[src/rtl/cache_event_monitor.sv]
// -----------------------------------------------------------------------------
// cache_event_monitor
//   On-chip observation of cache lookup events. Each cycle one lookup event may
//   be sampled. The block keeps saturating event counters (per-way hit, miss,
//   dirty-evict, multi-hit, total) and captures events into a trace FIFO. The
//   FIFO fills either continuously or after a set-index trigger, and it is
//   drained through a valid/ready port.
//
//   Optional feature macro: CACHE_MON_TSTAMP_EN
//     defined   -> a TS_W free-running timestamp is prepended to each entry
//     undefined -> no timestamp register; entries are IDX_W+CMD_W+ENC_W+2 bits
//
// Ports:
//   clk, rst_n           clock, asynchronous active-low reset
//   mon_en               monitor enable (freezes FSM/counters/pushes when low)
//   clr                  synchronous clear of counters, FIFO, overflow and FSM
//   trig_mode            0 = capture every event, 1 = capture from index match
//   trig_index           trigger set index
//   ev_valid             event strobe
//   ev_hit_way           hit vector (all-zero = miss)
//   ev_index             set index of the event
//   ev_bit_cmd           bit command issued for the event
//   ev_dirty_evict       event caused a dirty victim writeback
//   cnt_sel / cnt_rdata  counter select / registered counter value
//   trc_valid/ready/data trace FIFO head and pop handshake
//   trc_ovf              sticky: an entry was dropped because the FIFO was full
//   trc_done             trigger capture window complete
// -----------------------------------------------------------------------------
module cache_event_monitor #(
  parameter int WAYS        = 4,
  parameter int IDX_W       = 10,
  parameter int CMD_W       = 4,
  parameter int CNT_W       = 32,
  parameter int TRACE_DEPTH = 16,
  parameter int TS_W        = 16,
  localparam int ENC_W      = $clog2(WAYS),
`ifdef CACHE_MON_TSTAMP_EN
  localparam int ENT_W      = TS_W + IDX_W + CMD_W + ENC_W + 2
`else
  // TS_W has no effect on the entry width without timestamps
  localparam int ENT_W      = IDX_W + CMD_W + ENC_W + 2 + (0 * TS_W)
`endif
) (
  input  logic             clk,
  input  logic             rst_n,
  input  logic             mon_en,
  input  logic             clr,
  input  logic             trig_mode,
  input  logic [IDX_W-1:0] trig_index,
  input  logic             ev_valid,
  input  logic [WAYS-1:0]  ev_hit_way,
  input  logic [IDX_W-1:0] ev_index,
  input  logic [CMD_W-1:0] ev_bit_cmd,
  input  logic             ev_dirty_evict,
  input  logic [7:0]       cnt_sel,
  output logic [CNT_W-1:0] cnt_rdata,
  output logic             trc_valid,
  input  logic             trc_ready,
  output logic [ENT_W-1:0] trc_data,
  output logic             trc_ovf,
  output logic             trc_done
);

  localparam int AW   = $clog2(TRACE_DEPTH);
  localparam int PC_W = AW + 1;

  typedef enum logic [1:0] {
    ST_IDLE    = 2'd0,
    ST_ARMED   = 2'd1,
    ST_CAPTURE = 2'd2,
    ST_DONE    = 2'd3
  } state_t;

  // Index of the lowest set bit; zero when no bit is set
  function automatic logic [ENC_W-1:0] lowest_way(input logic [WAYS-1:0] v);
    logic [ENC_W-1:0] enc;
    enc = '0;
    for (int i = WAYS - 1; i >= 0; i--) begin
      if (v[i]) enc = ENC_W'(i);
    end
    return enc;
  endfunction

  // Increment that sticks at all-ones instead of wrapping
  function automatic logic [CNT_W-1:0] sat_inc(input logic [CNT_W-1:0] c);
    return (&c) ? c : c + CNT_W'(1);
  endfunction

  state_t            state_r, state_s;
  logic [PC_W-1:0]   push_cnt_r, push_cnt_s;
  logic [CNT_W-1:0]  hit_cnt_r [WAYS];
  logic [CNT_W-1:0]  miss_cnt_r, dirty_cnt_r, multi_cnt_r, total_cnt_r;
  logic [CNT_W-1:0]  cnt_rdata_r, rd_mux_s;
  logic [ENT_W-1:0]  mem_r [TRACE_DEPTH];
  logic [AW:0]       wptr_r, rptr_r;
  logic              ovf_r;
  logic              accept_s, push_s, pop_s, wr_s, drop_s, full_s, empty_s;
  logic              is_hit_s, is_miss_s, is_multi_s;
  logic [ENC_W-1:0]  way_enc_s;
  logic [ENT_W-1:0]  entry_s;

  // Event acceptance and hit classification
  always_comb begin
    accept_s   = ev_valid & mon_en & ~clr;
    way_enc_s  = lowest_way(ev_hit_way);
    is_miss_s  = (ev_hit_way == '0);
    is_hit_s   = ($countones(ev_hit_way) == 1);
    is_multi_s = ~is_miss_s & ~is_hit_s;
  end

`ifdef CACHE_MON_TSTAMP_EN
  logic [TS_W-1:0] ts_r;

  // Free-running timestamp, advancing only while the monitor is enabled
  always_ff @(posedge clk or negedge rst_n) begin
    if (!rst_n)      ts_r <= '0;
    else if (clr)    ts_r <= '0;
    else if (mon_en) ts_r <= ts_r + TS_W'(1);
    else             ts_r <= ts_r;
  end

  // Trace entry assembly with timestamp prefix
  always_comb begin
    entry_s = {ts_r, ev_index, ev_bit_cmd, way_enc_s, ~is_miss_s, ev_dirty_evict};
  end
`else
  // Trace entry assembly
  always_comb begin
    entry_s = {ev_index, ev_bit_cmd, way_enc_s, ~is_miss_s, ev_dirty_evict};
  end
`endif

  // Capture FSM next state; push_cnt counts pushes since the trigger
  always_comb begin
    state_s    = state_r;
    push_s     = 1'b0;
    push_cnt_s = push_cnt_r;
    case (state_r)
      ST_IDLE: begin
        if (mon_en) state_s = trig_mode ? ST_ARMED : ST_CAPTURE;
        else        state_s = ST_IDLE;
      end
      ST_ARMED: begin
        if (accept_s && (ev_index == trig_index)) begin
          push_s     = 1'b1;
          push_cnt_s = PC_W'(1);
          state_s    = ST_CAPTURE;
        end else begin
          state_s    = ST_ARMED;
        end
      end
      ST_CAPTURE: begin
        if (accept_s) begin
          push_s = 1'b1;
          if (trig_mode) begin
            // This push completes the window when it is the DEPTH-th one
            if (push_cnt_r == PC_W'(TRACE_DEPTH - 1)) state_s = ST_DONE;
            else                                      state_s = ST_CAPTURE;
            if (push_cnt_r != PC_W'(TRACE_DEPTH)) push_cnt_s = push_cnt_r + PC_W'(1);
            else                                  push_cnt_s = push_cnt_r;
          end else begin
            state_s = ST_CAPTURE;
          end
        end else begin
          state_s = ST_CAPTURE;
        end
      end
      ST_DONE: state_s = ST_DONE;
      default: state_s = ST_IDLE;
    endcase
  end

  // FSM state and push counter registers
  always_ff @(posedge clk or negedge rst_n) begin
    if (!rst_n) begin
      state_r    <= ST_IDLE;
      push_cnt_r <= '0;
    end else if (clr) begin
      state_r    <= ST_IDLE;
      push_cnt_r <= '0;
    end else begin
      state_r    <= state_s;
      push_cnt_r <= push_cnt_s;
    end
  end

  // FIFO status; a full push still lands when a pop frees the slot this cycle
  always_comb begin
    empty_s = (wptr_r == rptr_r);
    full_s  = ((wptr_r - rptr_r) == PC_W'(TRACE_DEPTH));
    pop_s   = ~empty_s & trc_ready;
    wr_s    = push_s & (~full_s | pop_s);
    drop_s  = push_s & full_s & ~pop_s;
  end

  // FIFO pointers and sticky overflow flag
  always_ff @(posedge clk or negedge rst_n) begin
    if (!rst_n) begin
      wptr_r <= '0;
      rptr_r <= '0;
      ovf_r  <= 1'b0;
    end else if (clr) begin
      wptr_r <= '0;
      rptr_r <= '0;
      ovf_r  <= 1'b0;
    end else begin
      if (wr_s)   wptr_r <= wptr_r + PC_W'(1);
      if (pop_s)  rptr_r <= rptr_r + PC_W'(1);
      if (drop_s) ovf_r  <= 1'b1;
    end
  end

  // FIFO storage; stale contents are never visible because the head is masked
  always_ff @(posedge clk) begin
    if (wr_s) mem_r[wptr_r[AW-1:0]] <= entry_s;
  end

  // Saturating event counters
  always_ff @(posedge clk or negedge rst_n) begin
    if (!rst_n) begin
      for (int w = 0; w < WAYS; w++) hit_cnt_r[w] <= '0;
      miss_cnt_r  <= '0;
      dirty_cnt_r <= '0;
      multi_cnt_r <= '0;
      total_cnt_r <= '0;
    end else if (clr) begin
      for (int w = 0; w < WAYS; w++) hit_cnt_r[w] <= '0;
      miss_cnt_r  <= '0;
      dirty_cnt_r <= '0;
      multi_cnt_r <= '0;
      total_cnt_r <= '0;
    end else if (accept_s) begin
      total_cnt_r <= sat_inc(total_cnt_r);
      if (is_hit_s)   hit_cnt_r[way_enc_s] <= sat_inc(hit_cnt_r[way_enc_s]);
      if (is_miss_s)  miss_cnt_r  <= sat_inc(miss_cnt_r);
      if (is_multi_s) multi_cnt_r <= sat_inc(multi_cnt_r);
      if (ev_dirty_evict) dirty_cnt_r <= sat_inc(dirty_cnt_r);
    end
  end

  // Counter read mux over the current (pre-update) counter values
  always_comb begin
    rd_mux_s = '0;
    if (cnt_sel < 8'(WAYS))          rd_mux_s = hit_cnt_r[cnt_sel[ENC_W-1:0]];
    else if (cnt_sel == 8'(WAYS))     rd_mux_s = miss_cnt_r;
    else if (cnt_sel == 8'(WAYS + 1)) rd_mux_s = dirty_cnt_r;
    else if (cnt_sel == 8'(WAYS + 2)) rd_mux_s = multi_cnt_r;
    else if (cnt_sel == 8'(WAYS + 3)) rd_mux_s = total_cnt_r;
    else                              rd_mux_s = '0;
  end

  // Registered counter read port
  always_ff @(posedge clk or negedge rst_n) begin
    if (!rst_n) cnt_rdata_r <= '0;
    else        cnt_rdata_r <= rd_mux_s;
  end

  assign cnt_rdata = cnt_rdata_r;
  assign trc_valid = ~empty_s;
  assign trc_data  = empty_s ? '0 : mem_r[rptr_r[AW-1:0]];
  assign trc_ovf   = ovf_r;
  assign trc_done  = (state_r == ST_DONE);

endmodule

[config.mk]
export PLATFORM = sky130hd
export DESIGN_NAME = cache_event_monitor
export DESIGN_NICKNAME = d
export VERILOG_FILES = /design/src/rtl/cache_event_monitor.sv
export SDC_FILE = /design/constraint.sdc
export NUM_CORES = 1
export LEC_CHECK = 0
export CAP_MARGIN = 10
export CORE_ASPECT_RATIO = 1.4
export CORE_MARGIN = 8
export CORE_UTILIZATION = 30
export DETAILED_ROUTE_END_ITERATION = 6
export GPL_ROUTABILITY_DRIVEN = 0
export GPL_TIMING_DRIVEN = 0
export PLACE_DENSITY = 0.41
export SLEW_MARGIN = 20
export SYNTH_ARGS = -nofsm -noshare
export SYNTH_HDL_FRONTEND = slang
export SYNTH_SLANG_ARGS = --single-unit
[constraint.sdc]
create_clock -name clk -period 11.65 [get_ports clk]
set_input_delay 2.33 -clock clk [delete_from_list [all_inputs] [get_ports clk]]
set_output_delay 2.33 -clock clk [all_outputs]
set_load 0.01 [all_outputs]
==> impl_results.md, run 1 <==
* P&R area growth vs syn at 18.67%
* Routed WL per cell at 26.80 um
* Filler cells at 9046
* Rel. slew slack at 25.12%
* Worst Tran Pin Value at 1.123 ns
* Clock buffers created by TritonCTS at 68
* Clock Tree Buf Depth at 3
* Cts hold-fix bufs at 0
* Worst Hold Path Cells at 2
* Pwr dens at 142.3 nW/um2
* Chip height at 379.1 um
* Logic gate share of total power at 5.8%
* Synth Flop Type: dfrtp_1
* Ys Warns at 0
* Clock power frac at 47.7%
* Via count at 19150
* DRT antenna net count at 0
* Yosys reg bits at 594
* Fraction of layout cells with a size suffix above 1 at 15.94%
* Die W at 275.3 um
* Syn Area/Cell at 13.15 um2
* Status: finished clean
* Clk slew on worst S/H paths at 0.07 ns
* DRT iter0 DRCs at 1431
* Initial DRT Pass Iterations at 6
* RSZ-0062 raised after global routing: false
* # Post-CTS Setup Buffers at 0
* Vias in the first global route at 20250
* Dpl cells at 3487
* Max-Cap Viols at 0
* Reg power frac at 46.5%
* Layout Cells excl Fill at 3612
* Row count at 133
* Post-synth EDFFs at 288
* Kind of critical path: reg -> out
* Via density at 5.301
* Switch share at 23.88%
* CTS tree: yes
* Setup Skew at 0.02062 ns
* Nets at 2411
* CTS root buf: clkbuf_16
* HPWL after DPL at 70470 um
* Internal power at 3.631 mW
* Setup crit start kind: flop
* Crit Path Max Fanout at 10
* Cells after Synth at 2148
* Final period utilization at 61.23%
* Initial Utilization at 30.15%
* DRC Markers at 0
* Buffers on Ports at 94
* Crit end category: primary output
* Total chip power at 4.770 mW
* Ys async rst share at 51.52%
* Die area at 104400 um2
* Syn Std Cell Area at 28250 um2
* FF-to-FF path depth at 11
* Worst-case setup margin in the final layout at 4.517 ns
* Routed WL at 96790 um
* Hold Fails Final Rpt at 0
* CTS resizes at 0
* Worst Hold Class: reg -> reg
* Worst EP required at 9.32 ns
* Distinct cells, synth at 69
* Dpl ws at 4.138 ns
* Peak Freq at 140.2 MHz
* CORE AREA at 93690 um2
* VDD IR-drop max at 0.1050 mV
* Final setup fails at 0
* Util after Layout at 35.78%
* DP Area at 31170 um2
* GRT Resource Usage Total at 18.58%
* Crit path arrival time at 4.80 ns
* IO Count at 97
* Largest net degree at the start of global routing at 89
* GRT Residual Overflow at 0
* Leakage at 12.24 nW
* Finished Cell Area at 33520 um2
* Initial antenna violation count at 0
* WHS at 0.5282 ns
* First-pass GRT wire length at 141500 um
* Clock sinks at 594
* Fin crit period at 7.133 ns
* Net switching power figure at 1.139 mW
* Setup TNS at 0 ns
* Net count after synthesis at 2217
* Clock latency at the later pin of the worst-skew pair at 0.63 ns
* Slew Limit Fails at 0
* Part of the Yosys area used for sequential elements at 57.73%
* CTS H-tree depth at 3
-- worst paths after layout --
check / slack, ns / endpoint / startpoint
worst min-delay path: 0.53 / hit_cnt_r[3] / hit_cnt_r[3]
worst min register to register: 0.53 / hit_cnt_r[3] / hit_cnt_r[3]
min in group asynchronous: 1.66 / hit_cnt_r[8] / rst_n
worst max-delay path: 4.52 / trc_data[14] / rptr_r[1]
max in group asynchronous: 8.58 / push_cnt_r[2] / rst_n
worst max register to register: 7.31 / mem_r[3][4] / rptr_r[1]
-- area by class of cell --
type	count	area [um2]	area share [%]
repair buffers	124	1316	3.927
clock inverters	39	506.7	1.512
clock buffers	85	1836	5.476
plain buffers	130	579.3	1.728
inverters	48	180.2	0.5375
well taps	1215	1520	4.535
multi-input cells	1376	11270	33.63
flip-flops and latches	594	16310	48.64
diodes	1	2.502	0.007465
-- power groups by stage --
stage | Clock [mW] | Combinational (mW) | Sequential [mW]
2_1_floorplan | 0 | 0.142 | 2.26
3_3_place_gp | 0 | 0.275 | 2.26
3_5_place_dp | 0 | 0.283 | 2.26
4_1_cts | 2.33 | 0.284 | 2.22
5_1_grt | 2.41 | 0.303 | 2.22
6_report | 2.27 | 0.279 | 2.22
-- sequential cells by signal (all words and copies together) (netlist names) --
| name | cells |
|---|---|
| hit_cnt_r | 128 |
| multi_cnt_r | 32 |
| mem_r | 288 |
| rptr_r | 5 |
| trc_ovf | 1 |
| dirty_cnt_r | 32 |
| miss_cnt_r | 32 |
| total_cnt_r | 32 |
| push_cnt_r | 5 |
| state_r | 2 |
| cnt_rdata | 32 |
| wptr_r | 5 |
-- cells in the mapped netlist (36+ instances only) --
| master | n | area share, % |
|---|---|---|
| nand2_1 | 133 | 1.8 |
| mux4_2 | 146 | 12 |
| inv_1 | 48 | 0.64 |
| xor2_1 | 104 | 3.2 |
| dfrtp_1 | 306 | 27 |
| nand3_1 | 54 | 0.96 |
| a22o_1 | 121 | 3.8 |
| xnor2_1 | 56 | 1.7 |
| clkbuf_1 | 85 | 1.1 |
| o21ai_0 | 36 | 0.64 |
| nand4_1 | 38 | 0.84 |
| nor2b_1 | 36 | 0.80 |
| edfxtp_1 | 288 | 31 |
| nor2_1 | 235 | 3.1 |
| a21oi_1 | 55 | 0.97 |
-- per-layer routing --
metal	routed length [um]	global-route usage, %	up-vias
met2	53760	35.78	528
met4	3638	7.523	0
met5	0	0	-
met1	35960	20.34	9954
li1	-	-	8487
met3	3428	2.281	178
-- placed cells by master, fill, tap and decap left out, types with 38 or more instances in the layout --
master / count
xnor2_1: 56
clkbuf_1: 92
dfrtp_1: 306
nand4_1: 38
clkbuf_16: 68
a21oi_1: 53
clkdlybuf4s50_1: 93
edfxtp_1: 288
a22o_1: 121
buf_2: 39
xor2_1: 104
nand3_1: 54
inv_1: 48
nand2_1: 133
mux4_2: 146
nor2_1: 235
-- kinds of logic after synthesis --
family	share of synthesized area, %
AND/OR/NAND/NOR	11.88
adder cells (fa/ha/maj)	1.134
buffers and inverters	2.631
multiplexers	13.05
AO/OA/AOI/OAI	8.611
XOR/XNOR	4.961
flip-flops	57.73
-- critical path, cell delays in order, from the launching register on --
cell,delay [ns]
dfrtp_1,0.38
clkbuf_1,0.45
clkbuf_1,0.68
inv_1,0.13
ha_1,0.33
nand2_1,0.07
nor3_1,0.40
clkbuf_1,0.51
clkbuf_1,0.54
nor2b_1,0.15
clkdlybuf4s50_1,0.51
No activity file was read; power rests on OpenSTA's default activity.
==> run 2: changes to the inputs <==
==> constraint.sdc (replaced) <==
create_clock -name clk -period 7.4 [get_ports clk]
set_input_delay 1.48 -clock clk [delete_from_list [all_inputs] [get_ports clk]]
set_output_delay 1.48 -clock clk [all_outputs]
set_load 0.01 [all_outputs]
==> results of run 2 <==
Same layout as run 1 (identical final DEF). Status: finished clean.
Among the figures that moved: setup slack after placement 4.138 ns -> 0.7381 ns; setup slack after layout 4.517 ns -> 1.117 ns; register-to-register setup slack 7.31 ns -> 3.06 ns; total power 4.770 mW -> 7.509 mW; worst IR drop on VDD 0.1050 mV -> 0.1653 mV
==> run 3: changes to the inputs <==
==> constraint.sdc (replaced) <==
create_clock -name clk -period 6.5 [get_ports clk]
set_input_delay 1.3 -clock clk [delete_from_list [all_inputs] [get_ports clk]]
set_output_delay 1.3 -clock clk [all_outputs]
set_load 0.01 [all_outputs]
==> results of run 3 <==
Same layout as run 1 (identical final DEF). Status: finished clean.
Among the figures that moved: setup slack after placement 4.138 ns -> 0.01808 ns; setup slack after layout 4.517 ns -> 0.3972 ns; register-to-register setup slack 7.31 ns -> 2.16 ns; total power 4.770 mW -> 8.549 mW; worst IR drop on VDD 0.1050 mV -> 0.1882 mV
